<file path="config.mk">
export PLATFORM = sky130hd
export DESIGN_NAME = pipelined_barrel_shift
export DESIGN_NICKNAME = d
export VERILOG_FILES = /design/src/rtl/barrel_pkg.sv /design/src/rtl/barrel_stage.sv /design/src/rtl/pipelined_barrel_shift.sv
export SDC_FILE = /design/constraint.sdc
export NUM_CORES = 1
export LEC_CHECK = 0
export ABC_AREA = 1
export BUFFER_PORTS_ARGS = -buffer_cell sky130_fd_sc_hd__buf_2
export CORE_UTILIZATION = 35
export DETAILED_ROUTE_END_ITERATION = 16
export GPL_TIMING_DRIVEN = 1
export HOLD_SLACK_MARGIN = 0.06
export SLEW_MARGIN = 20
export SYNTH_ARGS = -nofsm -noshare
export SYNTH_HDL_FRONTEND = slang
export SYNTH_SLANG_ARGS = --single-unit
</file>
<file path="constraint.sdc">
create_clock -name clk -period 4.65 [get_ports clk]
set_input_delay 0 -clock clk [delete_from_list [all_inputs] [get_ports clk]]
set_output_delay 0 -clock clk [all_outputs]
set_load 0.1 [all_outputs]
</file>
<file path="src/rtl/barrel_pkg.sv">
// Shared shift-mode encodings for the pipelined barrel shifter.
// No logic; types only.
// Imported by the stage and top modules.
package barrel_pkg;

  typedef enum logic [1:0] {
    SHIFT_LSR = 2'b00,  // logical right, zero fill
    SHIFT_ASR = 2'b01,  // arithmetic right, sign fill
    SHIFT_LSL = 2'b10,  // logical left, zero fill
    SHIFT_ROR = 2'b11   // rotate right
  } shift_mode_e;

endpackage

</file>
<file path="src/rtl/barrel_stage.sv">
// One combinational shift-by-DIST step with sticky accumulation.
// Latency: 0 cycles (pure combinational).
// Backpressure: none; the enclosing pipeline register decides when to capture.
module barrel_stage
  import barrel_pkg::*;
#(
  parameter int WIDTH = 24,
  parameter int DIST  = 1
) (
  input  logic             en,
  input  shift_mode_e      mode,
  input  logic [WIDTH-1:0] src_data,
  input  logic             src_sticky,
  output logic [WIDTH-1:0] res_data,
  output logic             res_sticky
);

  // Rotation distance folded into the word so large stage distances still wrap.
  localparam int ROT = DIST % WIDTH;

  // Bits that fall off the LSB end of a right shift by DIST.
  function automatic logic [WIDTH-1:0] low_mask();
    logic [WIDTH-1:0] m;
    m = '0;
    for (int i = 0; i < WIDTH; i++) begin
      if (i < DIST) m[i] = 1'b1;
    end
    return m;
  endfunction

  localparam logic [WIDTH-1:0] LOST_MASK = low_mask();

  // Apply the shift when this stage's shamt bit is set; otherwise pass through.
  // For arithmetic right, any sign-fill bit that reaches the discard window
  // implies the original sign bit was discarded too, so OR-ing the whole
  // window still yields the sticky of original bits only.
  always_comb begin
    res_data   = src_data;
    res_sticky = src_sticky;
    if (en) begin
      unique case (mode)
        SHIFT_LSR: begin
          res_data   = src_data >> DIST;
          res_sticky = src_sticky | (|(src_data & LOST_MASK));
        end
        SHIFT_ASR: begin
          res_data   = $signed(src_data) >>> DIST;
          res_sticky = src_sticky | (|(src_data & LOST_MASK));
        end
        SHIFT_LSL: begin
          res_data = src_data << DIST;
        end
        SHIFT_ROR: begin
          res_data = (src_data >> ROT) | (src_data << (WIDTH - ROT));
        end
      endcase
    end
  end

endmodule

</file>
<file path="src/rtl/pipelined_barrel_shift.sv">
// Pipelined barrel shifter (LSR/ASR/LSL/ROR) with FP-alignment sticky output.
// Latency: SHAMT_W cycles from input transfer to out_valid; one beat per cycle.
// Backpressure: valid/ready; a stage loads when empty or when its successor loads.
module pipelined_barrel_shift
  import barrel_pkg::*;
#(
  parameter int WIDTH   = 24,
  parameter int SHAMT_W = $clog2(WIDTH)
) (
  input  logic               clk,
  input  logic               rst,
  input  logic               in_valid,
  output logic               in_ready,
  input  logic [WIDTH-1:0]   in_data,
  input  logic [SHAMT_W-1:0] in_shamt,
  input  logic [1:0]         in_mode,
  output logic               out_valid,
  input  logic               out_ready,
  output logic [WIDTH-1:0]   out_data,
  output logic               out_sticky
);

  // shamt holds only the bits still to be applied; each stage consumes bit 0.
  typedef struct packed {
    logic               vld;
    shift_mode_e        mode;
    logic [SHAMT_W-1:0] shamt;
    logic               sticky;
    logic [WIDTH-1:0]   data;
  } stage_t;

  stage_t           stg_q       [SHAMT_W];
  stage_t           stg_src     [SHAMT_W];
  logic [WIDTH-1:0] step_data   [SHAMT_W];
  logic             step_sticky [SHAMT_W];
  logic [SHAMT_W:0] ld;

  // Source of each stage: the input port for stage 0, the previous register otherwise.
  always_comb begin
    stg_src[0] = '{vld: in_valid, mode: shift_mode_e'(in_mode), shamt: in_shamt,
                   sticky: 1'b0, data: in_data};
    for (int k = 1; k < SHAMT_W; k++) begin
      stg_src[k] = stg_q[k-1];
    end
  end

  // Load chain: a stage advances when empty or when the stage after it advances.
  always_comb begin
    ld[SHAMT_W] = out_ready;
    for (int k = SHAMT_W - 1; k >= 0; k--) begin
      ld[k] = !stg_q[k].vld || ld[k+1];
    end
  end

  for (genvar k = 0; k < SHAMT_W; k++) begin : g_step
    barrel_stage #(
      .WIDTH (WIDTH),
      .DIST  (2 ** k)
    ) u_stage (
      .en         (stg_src[k].shamt[0]),
      .mode       (stg_src[k].mode),
      .src_data   (stg_src[k].data),
      .src_sticky (stg_src[k].sticky),
      .res_data   (step_data[k]),
      .res_sticky (step_sticky[k])
    );
  end

  // Stage registers; reset empties the whole pipe and zeroes the output word.
  always_ff @(posedge clk or posedge rst) begin
    if (rst) begin
      for (int k = 0; k < SHAMT_W; k++) begin
        stg_q[k] <= '0;
      end
    end else begin
      for (int k = 0; k < SHAMT_W; k++) begin
        if (ld[k]) begin
          stg_q[k] <= '{vld: stg_src[k].vld, mode: stg_src[k].mode,
                        shamt: stg_src[k].shamt >> 1, sticky: step_sticky[k],
                        data: step_data[k]};
        end
      end
    end
  end

  assign in_ready   = ld[0];
  assign out_valid  = stg_q[SHAMT_W-1].vld;
  assign out_data   = stg_q[SHAMT_W-1].data;
  assign out_sticky = stg_q[SHAMT_W-1].sticky;

endmodule

</file>
==> flow_summary.json <==
{
  "hold_path_depth": 5,
  "setup_ws_ns": 1.85,
  "path_class": "reg2out",
  "muxShareOfSynthArea": 0,
  "syn_inst": 1188,
  "path_max_fanout": 58,
  "drt-total-wl_um": 19500,
  "htreeDepth": 4,
  "clock_latency_ns": 0.42,
  "ys_warn_count": 0,
  "avgViaCountPerCell": 4.70,
  "r2r-end": "stg_q[138]",
  "max_cap_viol_count": 0,
  "max_clock_freq_mhz": 358,
  "drc": 0,
  "holdCritStartpoint": "in_shamt[0]",
  "grt_pass1_vias": 6871,
  "synthAdderAreaFrac": 0,
  "grt_max_degree": 102,
  "antenna_found_initial": 0,
  "skew_ns": 0.0110,
  "areaGrowthSynthToFinish_pct": 15.7,
  "clk_pin_slew_ns": 0.06,
  "grt-ovfl-total": 0,
  "setup_viol": 0,
  "report.power.total_uw": 5700,
  "synth_top_family_by_area": "simple AND/OR/NAND/NOR gates",
  "cellPowerDensity_nw_per_um2": 593,
  "reg2reg_from": "out_valid",
  "core_um2": 23000,
  "drive_gt1_frac": 0.0877,
  "num_vias": 7311,
  "syn_area_um2": 8300,
  "die_w_um": 156,
  "post_drt_wl_per_cell_um": 12.5,
  "syn_nets": 1223,
  "cts.sinks": 148,
  "yosys.area_share.simple": 0.290,
  "clock_path_buffers": 2,
  "rrSetupSlack_ns": 2.01,
  "start_kind": "flip-flop",
  "max_slew_margin": 0.320,
  "grt_usage": 0.170,
  "status": "complete, no violations",
  "cts-buffers-inserted": 17,
  "synth_cell_types": 26,
  "dp_hpwl_um": 13600,
  "synth_seq_area_share": 0.446,
  "grt_pass1_wl_um": 33500,
  "p_leak_uw": 0.00488,
  "synthXorXnorAreaFrac": 0,
  "hp-class": "in2reg",
  "finalHoldViolCount": 0,
  "initial_core_util": 0.361,
  "fp.dieArea_um2": 24300,
  "row_count": 55,
  "syn_area_per_cell_um2": 6.99,
  "crit_start": "out_valid",
  "worst_pin_slew_ns": 1.02,
  "worst_ep_required_time_ns": 4.65,
  "cp-end-kind": "output port",
  "synth_compound_area_frac": 0.140,
  "irDropWorstVdd_mv": 0.328,
  "arrival_ns": 2.80,
  "r2r_cells": 9,
  "rsz0062_at_grt": "no",
  "slew_violations": 0,
  "fp.dieH_um": 156,
  "gp_congestion": 0.897,
  "min_to": "stg_q[156]",
  "cts_tree": "built",
  "postCtsSetupRepairBufs": 0,
  "firstDrtPassIters": 5,
  "period_share": 0.601,
  "min_period_ns": 2.80,
  "clockRootBuffer": "clkbuf_16",
  "drt_iter0_markers": 504,
  "finalSetupTns_ns": 0,
  "ioPinCount": 62,
  "num_antenna_cells": 0,
  "portBuffers": 61,
  "final_nets": 1266,
  "pre_cts_slack_ns": 2.02,
  "synth-seq-cells": 148,
  "antenna_left": 0
}
## where the power goes
part	internal [µW]	total [µW]	switching, µW
combinational	569	2260	1690
sequential	1710	2080	370
clock	831	1360	533
## worst max-delay path, cell delays in order, from the launching register on
cell     delay, ns
dfrtp_1       0.37
inv_1         0.09
nor2_4        0.08
nand3_2       0.06
buf_4         0.45
nor2_4        0.15
nand2_2       0.58
buf_2         0.55
## synthesized netlist by cell type
cell type	n	area, µm²
nand2_1	389	1460
dfrtp_1	148	3700
inv_1	134	503
o21ai_0	105	526
nand3_1	99	495
nor2_1	89	334
a21oi_1	41	205
buf_2	28	140
o21ai_1	27	135
a31oi_1	25	156
buf_4	25	188
clkbuf_1	24	90.1
nor3_1	9	45.0
buf_1	8	30.0
o22a_1	8	70.1
buf_6	6	67.6
o22ai_1	6	37.5
o211ai_1	4	30.0
inv_2	2	7.51
nand2_2	2	12.5
nand4_1	2	12.5
nor2_2	2	12.5
nor2_4	2	22.5
clkinv_1	1	3.75
nand3_2	1	10.0
or2_2	1	6.26
## registers in the layout (all words and copies together) (netlist names)
register	cells
out_data	24
out_valid	1
stg_q	122
out_sticky	1
## routing by layer
| metal | wire length, µm | share of wire | track usage | vias up |
|---|---|---|---|---|
| li1 | - | - | - | 3850 |
| met1 | 9460 | 0.49 | 0.225 | 3274 |
| met2 | 9050 | 0.46 | 0.277 | 158 |
| met3 | 565 | 0.029 | 0.0267 | 29 |
| met4 | 406 | 0.021 | 0.0682 | 0 |
| met5 | 0 | 0 | 0 | - |
## how the worst max path moves through the flow
stage	endpoint	slack (ns)
6_report	in_ready	1.85
5_1_grt	in_ready	1.61
4_1_cts	in_ready	1.82
3_5_place_dp	stg_q[138]	2.02
3_3_place_gp	stg_q[144]	2.07
2_1_floorplan	out_data[0]	0.67
## layout make-up
type | count | area [µm²]
Clock inverter | 11 | 128
Multi-Input combinational cell | 812 | 3570
Sequential cell | 148 | 3700
Tap cell | 313 | 392
Inverter | 137 | 519
Clock buffer | 20 | 467
Fill cell | 2452 | 13400
Timing Repair Buffer | 115 | 831
## cells by family (layout without fill, tap and decap cells)
group                  count (synthesis)  after routing
and+or+nand+nor                      596            596
buffers and inverters                228            283
AOI/OAI and AO/OA                    216            216
DFF                                  148            148
## repair_timing
item                                   4_1_cts  5_1_grt
setup endpoints to repair                    0        0
hold buffers                                48        0
gates resized for setup                      0        0
endpoints found under the hold margin      143        0
## cell usage in the layout, fill, tap and decap left out, drive strengths merged
master	synthesis	routed
or2	1	1
a21oi	41	41
o22a	8	8
nand3	100	100
clkbuf	24	20
nor2	93	93
clkinv	1	6
clkinvlp	0	3
buf	67	67
nand2	391	391
dfrtp	148	148
dlygate4sd3	0	48
nor3	9	9
inv	136	137
bufinv	0	2
o211ai	4	4
o22ai	6	6
nand4	2	2
o21ai	132	132
a31oi	25	25
## per-stage QoR
step                       util  std cells  hold WS [ns]  instance area, µm²
final                     0.418       1556         0.254                9610
after global routing      0.418       1556         0.315                9610
after CTS                 0.418       1556         0.234                9610
after detailed placement  0.371       1477         0.199                8540
after global placement    0.371       1477         0.194                8540
after floorplan               -       1188        0.0995                8300
No activity file was read; power rests on OpenSTA's default activity.
